===== src/rtl/alu_arbiter_pkg.sv =====
// -----------------------------------------------------------------------------
// alu_arb_pkg
// Shared types and constants for the two-requester ALU arbiter.
//   state_t   : output-register occupancy (IDLE = empty, HOLD = full)
//   alu_req_t : one complete ALU operation as presented by a requester
//   NUM_REQ   : number of requesters sharing the ALU
//   DEF_*     : default datapath/field widths, used as parameter defaults
// -----------------------------------------------------------------------------
package alu_arb_pkg;

  localparam int NUM_REQ   = 2;
  localparam int DEF_XLEN  = 64;
  localparam int DEF_OP_W  = 5;
  localparam int DEF_SRC_W = 3;

  typedef enum logic {
    IDLE = 1'b0,
    HOLD = 1'b1
  } state_t;

  typedef struct packed {
    logic [DEF_OP_W-1:0]  op;
    logic                 sub_sra;
    logic [DEF_SRC_W-1:0] src1;
    logic [DEF_SRC_W-1:0] src2;
    logic [DEF_XLEN-1:0]  pc;
    logic [DEF_XLEN-1:0]  rs1;
    logic [DEF_XLEN-1:0]  rs2;
    logic [DEF_XLEN-1:0]  imm;
  } alu_req_t;

endpackage


===== src/rtl/alu_arbiter_if.sv =====
// -----------------------------------------------------------------------------
// alu_arbiter_if
// Request/response bus between the two requesters and the ALU arbiter.
// Per-requester fields are packed side by side, requester 1 in the upper half.
//
// Handshake semantics (both channels, per requester i):
//   request : an operation transfers on a rising edge where req_valid[i] and
//             req_ready[i] are both 1. req_ready is combinational and is
//             one-hot or zero; it may depend on resp_ready in the same cycle.
//   response: the held result transfers on a rising edge where resp_valid[i]
//             and resp_ready[i] are both 1. At most one resp_valid bit is set;
//             resp_ready of the other requester is ignored. resp_result and
//             resp_non_zero are shared and only meaningful with resp_valid.
//
// Modports:
//   master : requester side (drives req_* fields and resp_ready)
//   slave  : arbiter side  (drives req_ready and resp_*)
// -----------------------------------------------------------------------------
interface alu_arbiter_if #(
  parameter int XLEN  = 64,
  parameter int OP_W  = 5,
  parameter int SRC_W = 3
) ();

  logic [1:0]         req_valid;
  logic [1:0]         req_ready;
  logic [2*OP_W-1:0]  req_op;
  logic [1:0]         req_sub_sra;
  logic [2*SRC_W-1:0] req_src1;
  logic [2*SRC_W-1:0] req_src2;
  logic [2*XLEN-1:0]  req_pc;
  logic [2*XLEN-1:0]  req_rs1;
  logic [2*XLEN-1:0]  req_rs2;
  logic [2*XLEN-1:0]  req_imm;

  logic [1:0]         resp_valid;
  logic [1:0]         resp_ready;
  logic [XLEN-1:0]    resp_result;
  logic               resp_non_zero;

  modport master (
    output req_valid, req_op, req_sub_sra, req_src1, req_src2,
           req_pc, req_rs1, req_rs2, req_imm, resp_ready,
    input  req_ready, resp_valid, resp_result, resp_non_zero
  );

  modport slave (
    input  req_valid, req_op, req_sub_sra, req_src1, req_src2,
           req_pc, req_rs1, req_rs2, req_imm, resp_ready,
    output req_ready, resp_valid, resp_result, resp_non_zero
  );

endinterface


===== src/rtl/alu_arbiter_rr_arb2.sv =====
// -----------------------------------------------------------------------------
// rr_arb2
// Two-way round-robin grant logic, purely combinational.
//   req[1:0]  : request bits
//   en        : grants allowed this cycle
//   prio      : index that wins when both request
//   grant[1:0]: one-hot grant, or zero
//   next_prio : priority to use after this cycle (the non-granted index after
//               a grant, otherwise unchanged)
// -----------------------------------------------------------------------------
module rr_arb2 (
  input  logic [1:0] req,
  input  logic       en,
  input  logic       prio,
  output logic [1:0] grant,
  output logic       next_prio
);

  always_comb begin
    grant     = 2'b00;
    next_prio = prio;
    if (en) begin
      case (req)
        2'b01:   grant = 2'b01;
        2'b10:   grant = 2'b10;
        2'b11:   grant = prio ? 2'b10 : 2'b01;
        default: grant = 2'b00;
      endcase
    end
    // The loser (or the idle side) gets priority next time.
    if (grant != 2'b00) begin
      next_prio = ~grant[1];
    end
  end

endmodule


===== src/rtl/alu_arbiter.sv =====
// -----------------------------------------------------------------------------
// alu_arbiter
// Shares one external combinational ALU between the execute stage (requester
// 0) and the address-generation/branch-target unit (requester 1). A granted
// operation is steered onto the alu_* outputs, the ALU answer is captured in a
// single output register on the same edge, and the owning requester pops it.
// A pop and a new grant may share a cycle, giving one op per cycle when the
// consumer is always ready.
//
// Ports:
//   clk, reset          : clock, asynchronous active-high reset
//   bus (slave)         : request/response bus, see alu_arbiter_if
//   alu_op .. alu_imm   : operation driven to the ALU (all zero without grant)
//   alu_result          : ALU result
//   alu_non_zero        : ALU non-zero flag
//   state_dbg           : output-register state (IDLE/HOLD)
//   prio_dbg            : round-robin priority pointer
//   owner_dbg           : owner tag of the held result
// -----------------------------------------------------------------------------
module alu_arbiter
  import alu_arb_pkg::*;
#(
  parameter int XLEN  = DEF_XLEN,
  parameter int OP_W  = DEF_OP_W,
  parameter int SRC_W = DEF_SRC_W
) (
  input  logic             clk,
  input  logic             reset,
  alu_arbiter_if.slave     bus,
  output logic [OP_W-1:0]  alu_op,
  output logic             alu_sub_sra,
  output logic [SRC_W-1:0] alu_src1,
  output logic [SRC_W-1:0] alu_src2,
  output logic [XLEN-1:0]  alu_pc,
  output logic [XLEN-1:0]  alu_rs1,
  output logic [XLEN-1:0]  alu_rs2,
  output logic [XLEN-1:0]  alu_imm,
  input  logic [XLEN-1:0]  alu_result,
  input  logic             alu_non_zero,
  output state_t           state_dbg,
  output logic             prio_dbg,
  output logic             owner_dbg
);

  state_t            state_q, state_d;
  logic              prio_q, prio_d;
  logic              owner_q, owner_d;
  logic [XLEN-1:0]   result_q, result_d;
  logic              nz_q, nz_d;

  logic              pop;
  logic              can_issue;
  logic [1:0]        grant;
  logic              grant_any;
  logic              gidx;
  logic              next_prio;

  // Owner consumes its result this cycle; only the owner's ready matters.
  assign pop       = (state_q == HOLD) && bus.resp_ready[owner_q];
  assign can_issue = (state_q == IDLE) || pop;

  // Reset gates the grant so req_ready stays low while reset is asserted,
  // even though the state already reads IDLE.
  rr_arb2 u_rr_arb2 (
    .req       (bus.req_valid),
    .en        (can_issue && !reset),
    .prio      (prio_q),
    .grant     (grant),
    .next_prio (next_prio)
  );

  assign grant_any     = |grant;
  assign gidx          = grant[1];
  assign bus.req_ready = grant;

  // ALU operand mux: granted requester's fields, or all zero.
  always_comb begin
    alu_op      = '0;
    alu_sub_sra = 1'b0;
    alu_src1    = '0;
    alu_src2    = '0;
    alu_pc      = '0;
    alu_rs1     = '0;
    alu_rs2     = '0;
    alu_imm     = '0;
    if (grant_any) begin
      if (gidx) begin
        alu_op      = bus.req_op[2*OP_W-1:OP_W];
        alu_sub_sra = bus.req_sub_sra[1];
        alu_src1    = bus.req_src1[2*SRC_W-1:SRC_W];
        alu_src2    = bus.req_src2[2*SRC_W-1:SRC_W];
        alu_pc      = bus.req_pc[2*XLEN-1:XLEN];
        alu_rs1     = bus.req_rs1[2*XLEN-1:XLEN];
        alu_rs2     = bus.req_rs2[2*XLEN-1:XLEN];
        alu_imm     = bus.req_imm[2*XLEN-1:XLEN];
      end else begin
        alu_op      = bus.req_op[OP_W-1:0];
        alu_sub_sra = bus.req_sub_sra[0];
        alu_src1    = bus.req_src1[SRC_W-1:0];
        alu_src2    = bus.req_src2[SRC_W-1:0];
        alu_pc      = bus.req_pc[XLEN-1:0];
        alu_rs1     = bus.req_rs1[XLEN-1:0];
        alu_rs2     = bus.req_rs2[XLEN-1:0];
        alu_imm     = bus.req_imm[XLEN-1:0];
      end
    end
  end

  // Next-state logic. A grant always lands in HOLD (covers pop+issue);
  // a pop with no new grant empties the register but leaves its contents.
  always_comb begin
    state_d  = state_q;
    prio_d   = prio_q;
    owner_d  = owner_q;
    result_d = result_q;
    nz_d     = nz_q;
    if (grant_any) begin
      state_d  = HOLD;
      owner_d  = gidx;
      prio_d   = next_prio;
      result_d = alu_result;
      nz_d     = alu_non_zero;
    end else if (pop) begin
      state_d  = IDLE;
    end
  end

  always_ff @(posedge clk or posedge reset) begin
    if (reset) begin
      state_q  <= IDLE;
      prio_q   <= 1'b0;
      owner_q  <= 1'b0;
      result_q <= '0;
      nz_q     <= 1'b0;
    end else begin
      state_q  <= state_d;
      prio_q   <= prio_d;
      owner_q  <= owner_d;
      result_q <= result_d;
      nz_q     <= nz_d;
    end
  end

  assign bus.resp_valid    = (state_q == HOLD) ? (owner_q ? 2'b10 : 2'b01) : 2'b00;
  assign bus.resp_result   = result_q;
  assign bus.resp_non_zero = nz_q;

  assign state_dbg = state_q;
  assign prio_dbg  = prio_q;
  assign owner_dbg = owner_q;

endmodule


===== src/flat_wrapper.sv =====
// flat-port wrapper written by rule: the top's interface ports become plain ports
module alu_arbiter_flat import alu_arb_pkg::*;
#(
  parameter int XLEN  = DEF_XLEN,
  parameter int OP_W  = DEF_OP_W,
  parameter int SRC_W = DEF_SRC_W
)
  (clk, reset, alu_op, alu_sub_sra, alu_src1, alu_src2, alu_pc, alu_rs1, alu_rs2, alu_imm, alu_result, alu_non_zero, state_dbg, prio_dbg, owner_dbg, bus_req_valid, bus_req_op, bus_req_sub_sra, bus_req_src1, bus_req_src2, bus_req_pc, bus_req_rs1, bus_req_rs2, bus_req_imm, bus_resp_ready, bus_req_ready, bus_resp_valid, bus_resp_result, bus_resp_non_zero);
  alu_arbiter_if #(.XLEN(XLEN), .OP_W(OP_W), .SRC_W(SRC_W)) bus_i ();
  input  logic clk;
  input  logic reset;
  output logic [OP_W-1:0] alu_op;
  output logic alu_sub_sra;
  output logic [SRC_W-1:0] alu_src1;
  output logic [SRC_W-1:0] alu_src2;
  output logic [XLEN-1:0] alu_pc;
  output logic [XLEN-1:0] alu_rs1;
  output logic [XLEN-1:0] alu_rs2;
  output logic [XLEN-1:0] alu_imm;
  input  logic [XLEN-1:0] alu_result;
  input  logic alu_non_zero;
  output state_t state_dbg;
  output logic prio_dbg;
  output logic owner_dbg;
  input wire logic [$bits(bus_i.req_valid)-1:0] bus_req_valid;
  input wire logic [$bits(bus_i.req_op)-1:0] bus_req_op;
  input wire logic [$bits(bus_i.req_sub_sra)-1:0] bus_req_sub_sra;
  input wire logic [$bits(bus_i.req_src1)-1:0] bus_req_src1;
  input wire logic [$bits(bus_i.req_src2)-1:0] bus_req_src2;
  input wire logic [$bits(bus_i.req_pc)-1:0] bus_req_pc;
  input wire logic [$bits(bus_i.req_rs1)-1:0] bus_req_rs1;
  input wire logic [$bits(bus_i.req_rs2)-1:0] bus_req_rs2;
  input wire logic [$bits(bus_i.req_imm)-1:0] bus_req_imm;
  input wire logic [$bits(bus_i.resp_ready)-1:0] bus_resp_ready;
  output wire logic [$bits(bus_i.req_ready)-1:0] bus_req_ready;
  output wire logic [$bits(bus_i.resp_valid)-1:0] bus_resp_valid;
  output wire logic [$bits(bus_i.resp_result)-1:0] bus_resp_result;
  output wire logic [$bits(bus_i.resp_non_zero)-1:0] bus_resp_non_zero;
  assign bus_i.req_valid = bus_req_valid;
  assign bus_i.req_op = bus_req_op;
  assign bus_i.req_sub_sra = bus_req_sub_sra;
  assign bus_i.req_src1 = bus_req_src1;
  assign bus_i.req_src2 = bus_req_src2;
  assign bus_i.req_pc = bus_req_pc;
  assign bus_i.req_rs1 = bus_req_rs1;
  assign bus_i.req_rs2 = bus_req_rs2;
  assign bus_i.req_imm = bus_req_imm;
  assign bus_i.resp_ready = bus_resp_ready;
  assign bus_req_ready = bus_i.req_ready;
  assign bus_resp_valid = bus_i.resp_valid;
  assign bus_resp_result = bus_i.resp_result;
  assign bus_resp_non_zero = bus_i.resp_non_zero;
  alu_arbiter #(.XLEN(XLEN), .OP_W(OP_W), .SRC_W(SRC_W)) u_core (.clk(clk), .reset(reset), .bus(bus_i), .alu_op(alu_op), .alu_sub_sra(alu_sub_sra), .alu_src1(alu_src1), .alu_src2(alu_src2), .alu_pc(alu_pc), .alu_rs1(alu_rs1), .alu_rs2(alu_rs2), .alu_imm(alu_imm), .alu_result(alu_result), .alu_non_zero(alu_non_zero), .state_dbg(state_dbg), .prio_dbg(prio_dbg), .owner_dbg(owner_dbg));
endmodule

===== config.mk =====
export PLATFORM = sky130hd
export DESIGN_NAME = alu_arbiter_flat
export DESIGN_NICKNAME = d
export VERILOG_FILES = /design/src/rtl/alu_arbiter_pkg.sv /design/src/rtl/alu_arbiter_if.sv /design/src/rtl/alu_arbiter_rr_arb2.sv /design/src/rtl/alu_arbiter.sv /design/src/flat_wrapper.sv
export SDC_FILE = /design/constraint.sdc
export NUM_CORES = 1
export LEC_CHECK = 0
export BUFFER_PORTS_ARGS = -buffer_cell sky130_fd_sc_hd__buf_2
export CAP_MARGIN = 20
export CORE_AREA = 2 2 366 368
export CTS_CLUSTER_SIZE = 8
export DETAILED_ROUTE_END_ITERATION = 10
export DIE_AREA = 0 0 368 370
export SYNTH_ARGS = -nofsm -noshare
export SYNTH_HDL_FRONTEND = slang
export SYNTH_HIERARCHICAL = 1
export SYNTH_SLANG_ARGS = --single-unit

===== constraint.sdc =====
create_clock -name clk -period 2.5 [get_ports clk]
set_input_delay 0.125 -clock clk [delete_from_list [all_inputs] [get_ports clk]]
set_output_delay 0.125 -clock clk [all_outputs]
set_load 0.005 [all_outputs]

After elaboration in Yosys (flattened, before gate mapping)
Index checks and enable logic that the tools add are counted.
{ "word_totals": {"reg_bits": 68, "input_bits": 607, "out_inout_bits": 340, "elab_cells": 44} }
{ "op_classes": {"n_lt_le_gt_ge": 1, "n_eq_ne": 3, "muxes": 25, "bitwise_logic": 2, "reduce_logical": 8} }
{ "op_table": {"columns": ["op", "n"], "rows": [
  ["2-to-1 mux 64 bit", 8],
  ["2-to-1 mux 3 bit", 4],
  ["2-to-1 mux 5 bit", 2],
  ["2-to-1 mux 2 bit", 4],
  ["2-to-1 mux 1 bit", 6],
  ["case mux 2 bit (3 select lines)", 1],
  ["equality test 2 bit, second input constant", 2],
  ["nonzero test 2 bit", 2],
  ["equality test 2 x 1 -> 1 bit, second input constant", 1],
  ["logical AND 1 bit", 2],
  ["< comparator 1 x 2 -> 1 bit, second input constant", 1],
  ["inverter 1 bit", 2],
  ["AND reduction 2 bit", 1],
  ["OR reduction 2 bit", 1],
  ["zero test 1 bit", 1],
  ["logical OR 1 bit", 1]
]} }

Depth between registers and ports, before layout
{ "logic_depth": {"depth_word": 8, "depth_mapped": 9, "mapped_depth_nobuf": 6} }

Cells and area by module
Netlist, hierarchy kept.
{ "by_module_without_submodules": {"columns": ["mod", "instances", "cells_per_inst", "area_each_um2", "seq_area_each_um2"], "rows": [
  ["alu_arbiter", 1, 479, 5517.8, 1701.6],
  ["rr_arb2", 1, 7, 36.3, 0.0]
]} }

Least setup slack after synthesis
OpenSTA, ideal clock, no wires.
{ "synth_path": {"kind": "register to output", "startpoint": "register u_core.owner_q, in the netlist u_core/owner_dbg", "endpoint": "output alu_imm[33]", "arrival_time_ps": 1958, "required_ps": 2375, "slack_ps": 417, "stages_incl_launch_ff": 10, "n_path_buf": 3, "cell_sequence": "dfrtp_1 > mux2i_1 > a21oi_1 > nand2_1 > a21oi_1 > nor2b_1 > buf_4 > buf_8 > buf_6 > a22o_1"} }
{ "synth_between": {"elab_chain_len": 8, "word_cells_on_any_way": 9, "cone_classes": "mux (5); reduce/logical (4)"} }
{ "synth_rtl": {"columns": ["element", "line_no", "text"], "rows": [
  ["start: declaration", "alu_arbiter.sv:47", "logic owner_q, owner_d;"],
  ["start signal: assignment", "alu_arbiter.sv:138", "owner_q <= owner_d;"],
  ["2-to-1 mux 1 bit (implied by the code) (2 in series)", "alu_arbiter.sv:59", "assign pop = (state_q == HOLD) && bus.resp_ready[owner_q];"],
  ["logical AND 1 bit", "alu_arbiter.sv:59", null],
  ["logical OR 1 bit", "alu_arbiter.sv:60", "assign can_issue = (state_q == IDLE) || pop;"],
  ["logical AND 1 bit", "alu_arbiter.sv:66", ".en (can_issue && !reset),"],
  ["2-to-1 mux 2 bit", "alu_arbiter_rr_arb2.sv:22", "if (en) begin"],
  ["net bus_req_ready[0]", "flat_wrapper.sv:35", "output wire logic [$bits(bus_i.req_ready)-1:0] bus_req_ready;"],
  ["OR reduction 2 bit", "alu_arbiter.sv:72", "assign grant_any = |grant;"],
  ["2-to-1 mux 64 bit", "alu_arbiter.sv:86", "if (grant_any) begin"],
  ["end: declaration", "flat_wrapper.sv:19", "output logic [XLEN-1:0] alu_imm;"]
]} }
The timed path passes the listed nets, and every way through them passes these cells. The select of a mux whose other input is x is not followed.

Worst setup path after layout
{ "layout_path": {"startpoint": "register u_core.owner_q, in the netlist u_core/owner_dbg", "endpoint": "output alu_rs2[48]"} }
{ "layout_between": {"elab_chain_len": 8, "word_cells_on_any_way": 9, "cone_classes": "mux (5); reduce/logical (4)"} }
{ "layout_rtl": {"columns": ["element", "line_no", "text"], "rows": [
  ["2-to-1 mux 1 bit (implied by the code) * (2 in series)", "alu_arbiter.sv:59", null],
  ["logical AND 1 bit *", "alu_arbiter.sv:59", null],
  ["logical OR 1 bit *", "alu_arbiter.sv:60", null],
  ["logical AND 1 bit *", "alu_arbiter.sv:66", null],
  ["2-to-1 mux 2 bit *", "alu_arbiter_rr_arb2.sv:22", null],
  ["2-to-1 mux 64 bit or OR reduction 2 bit (tied branches)", "alu_arbiter.sv:87, alu_arbiter.sv:72", null],
  ["2-to-1 mux 64 bit *", "alu_arbiter.sv:86", null],
  ["end: declaration", "flat_wrapper.sv:18", "output logic [XLEN-1:0] alu_rs2;"]
]} }
Every way passes the cells marked *; elsewhere a longest branch is shown, timed or not. The select of a mux whose other input is x is not followed.

==> impl_metrics.py <==
metrics = {
    "status": {
        "status": "finished, violations left",
        "violations": "negative setup slack",
    },
    "power_and_ir_drop": {
        "p_int_w": 0.00620,
        "power.density_mw_per_mm2": 676,
        "seqPwrFrac": 0.188,
        "p_sw_w": 0.00440,
        "p_leak_nw": 7.83,
        "clkPwrFrac": 0.134,
        "combPwrFrac": 0.678,
        "peakVddDrop_uv": 337,
        "swShare": 0.415,
    },
    "synthesis": {
        "synth_compound_area_frac": 0.430,
        "syn_area_per_cell_um2": 11.4,
        "synth_top_family_by_area": "compound AO/OA/AOI/OAI gates",
        "synth.cell_area_mm2": 0.00555,
        "synthDistinctLibCells": 20,
        "synth_mux_area_frac": 0.163,
        "yosys.area_share.simple": 0.00788,
        "synth_nets": 1093,
        "yosysWarnings": 6,
        "synth_xor_area_frac": 0,
        "syn_inst": 486,
        "synth-seq-area-share": 0.306,
        "synth_fa_ha_area_frac": 0,
        "synth_seq_cells": 68,
    },
    "clock_tree": {
        "htree_levels": 3,
        "cts_buffer_depth": 2,
        "cts_buffers": 9,
        "clock-sinks": 68,
        "insertion_delay_ns": 0.35,
        "tritoncts": "yes",
        "root_buffer": "clkbuf_16",
        "clk_pin_slew_worst_paths_ns": 0.06,
    },
    "timing": {
        "fin_skew_ns": 0.00855,
        "fin_crit_sh": 1.09,
        "finalHoldViolations": 0,
        "rsz0062_at_grt": "yes",
        "max_freq_ghz": 0.367,
        "whs_ns": 0.0127,
        "worst_slack_ns": -0.224,
        "fin_crit_ns": 2.72,
        "slew_viol_final": 0,
        "tightest_slew_ns": 0.592,
        "setup_viol": 268,
        "maxSlewHeadroom": 0.605,
    },
    "setup_path": {
        "crit_fanout": 6,
        "critPathRequiredTime_ns": 2.38,
        "max_stage_delay_ns": 0.40,
        "rrSetupSlack_ns": 0.17,
        "arrival_ns": 2.60,
        "rr_worst_depth": 9,
        "r2r_start": "u_core/owner_dbg",
        "slowest_stage": "dfrtp_1",
        "regToRegEndpoint": "u_core/bus.resp_result[32]",
        "cp_cell_sequence": "mux2i_2 > a21oi_2 > buf_4 > nand2_4 > a21oi_4 > buf_4 > buf_12 > buf_16 > buf_12 > buf_16 > a22o_1 > buf_2",
        "critical_path_class": "reg -> out",
        "endpoint_kind": "output port",
        "start_kind": "flip-flop",
    },
    "route": {
        "drt_iter0_markers": 679,
        "drt_wl_total_mm": 96.2,
        "ant_nets": 0,
        "drc": 0,
        "wl_per_cell_um": 29.0,
        "vias_per_cell": 3.03,
        "via_count": 10100,
        "firstDrtPassIters": 5,
    },
    "place": {
        "hpwlAfterDp_mm": 83.1,
        "place.gp.congestion": 1.15,
        "place_area_mm2": 0.0125,
        "io_buffers": 946,
    },
    "hold_path": {
        "min_path_type": "in -> reg",
        "hold_depth": 2,
        "min_to": "u_core/bus.resp_result[42]",
        "min_from": "alu_result[42]",
    },
    "cells_and_area": {
        "nNetsFinal": 2126,
        "design_area_mm2": 0.0157,
        "fillCellCount": 15200,
        "finish.utilization": 0.118,
        "syn_to_final_growth_pct": 182,
        "drive_gt1_frac": 0.778,
    },
    "floorplanning": {
        "num_rows": 134,
        "die_y_um": 370,
        "dieArea_mm2": 0.136,
        "core_region_area_mm2": 0.132,
        "initial_core_util": 0.0419,
        "io-pin-count": 947,
        "dieWidth_um": 368,
    },
    "grt": {
        "grt_pass1_vias": 9687,
        "antenna_found_initial": 103,
        "grt_overflow": 0,
        "grt_pass1_wl_mm": 112,
        "grt_max_degree": 63,
        "groute.usage.overall": 0.128,
    },
    "run": {
        "max_cap_violations": 0,
    },
}
-- cells in the final DEF, fill, tap and decap left out, drive strengths merged --
cell,count
a211o,1
a21o,1
a21oi,4
a22o,268
and2,1
and3,1
buf,1033
bufinv,2
clkbuf,27
clkinv,3
clkinvlp,1
dfrtp,68
diode,29
dlygate4sd3,40
inv,2
mux2,66
mux2i,1
nand2,2
nor2,1
nor2b,2
-- what timing repair did --
item / 4_1_cts / 5_1_grt
gates resized for setup: 181 / 160
endpoints found under the hold margin: 67 / 0
hold buffers: 40 / 0
setup endpoints to repair: 268 / 268
cloned: 11 / 15
pin swaps: 28 / 15
setup buffers: 17 / 17
-- synth_stat cells --
| master | instances | area, µm² |
|---|---|---|
| and3_1 | 1 | 6.26 |
| nor2_4 | 1 | 11.3 |
| a21oi_2 | 1 | 8.76 |
| inv_1 | 3 | 11.3 |
| nor2b_1 | 2 | 12.5 |
| buf_6 | 28 | 315 |
| mux2_2 | 26 | 293 |
| buf_8 | 2 | 30.0 |
| a211o_1 | 1 | 8.76 |
| mux2i_1 | 1 | 10.0 |
| a21o_1 | 1 | 7.51 |
| buf_2 | 6 | 30.0 |
| clkbuf_1 | 27 | 101 |
| nand2_1 | 2 | 7.51 |
| mux2_4 | 40 | 601 |
| buf_4 | 4 | 30.0 |
| a22o_1 | 268 | 2350 |
| and2_1 | 1 | 6.26 |
| dfrtp_1 | 68 | 1700 |
| a21oi_1 | 3 | 15.0 |
-- area by class of cell --
| cell class | instances | area [µm²] | area share |
|---|---|---|---|
| diodes | 29 | 72.6 | 0.00463 |
| multi-input cells | 348 | 3780 | 0.241 |
| well taps | 1768 | 2210 | 0.141 |
| flip-flops and latches | 68 | 1700 | 0.109 |
| repair buffers | 1089 | 7570 | 0.483 |
| clock inverters | 5 | 85.1 | 0.00543 |
| clock buffers | 11 | 243 | 0.0155 |
| inverters | 3 | 12.5 | 0.000798 |
-- through the flow --
step | power [W] | worst slack (ns) | TNS, ns | cells
after CTS | 0.0102 | -0.174 | -15.72 | 3261
final | 0.0106 | -0.224 | -29.05 | 3321
after global placement | 0.00784 | -0.482 | -14.44 | 3178
after global routing | 0.0112 | -0.287 | -51.87 | 3305
after floorplan | 0.00419 | 0.417 | 0 | 486
after detailed placement | 0.00789 | -0.355 | -6.91 | 3178
-- power groups by stage --
stage,clock network [W],registers (W),logic (W)
final,0.00142,0.00199,0.00719
after detailed placement,0,0.00200,0.00589
after CTS,0.00146,0.00199,0.00676
after global routing,0.00151,0.00206,0.00760
after global placement,0,0.00199,0.00585
after floorplan,0,0.00201,0.00218
-- worst max-delay path by stage --
| stage | from | end | slack, ns |
|---|---|---|---|
| after global routing | u_core/owner_dbg | alu_rs1[19] | -0.29 |
| after CTS | u_core/owner_dbg | alu_rs1[2] | -0.17 |
| after global placement | u_core/owner_dbg | alu_rs1[2] | -0.48 |
| after floorplan | u_core/owner_dbg | alu_imm[33] | 0.42 |
| after detailed placement | u_core/owner_dbg | alu_rs1[2] | -0.36 |
| final | u_core/owner_dbg | alu_rs2[48] | -0.22 |
-- logic make-up (layout without fill, tap and decap cells) --
logic type,count (synthesis),count (layout)
buffers and inverters,70,1108
AND/OR/NAND/NOR,7,7
multiplexers,67,67
flip-flops,68,68
AO/OA/AOI/OAI,274,274
other,0,29
-- worst max-delay path, delay by kind of cell, from the launching register on --
kind	cells	cell delay, ns
multiplexers	1	0.17
AO/OA/AOI/OAI	3	0.54
buffers and inverters	7	1.04
AND/OR/NAND/NOR	1	0.05
flip-flops	1	0.40
-- flip-flops by register name, indices dropped and copies added (netlist names) --
register / count
u_core/bus.resp_non_zero: 1
u_core/bus.resp_result: 64
u_core/owner_dbg: 1
u_core/prio_dbg: 1
u_core/state_dbg: 1
-- layer usage --
layer  share of wire  wire, µm  GRT usage
met5          0.0065       622          0
met4           0.033      3220     0.0313
met3            0.14     13700     0.0738
met2            0.48     46300      0.222
met1            0.34     32300      0.133
No activity file was read; power rests on OpenSTA's default activity.
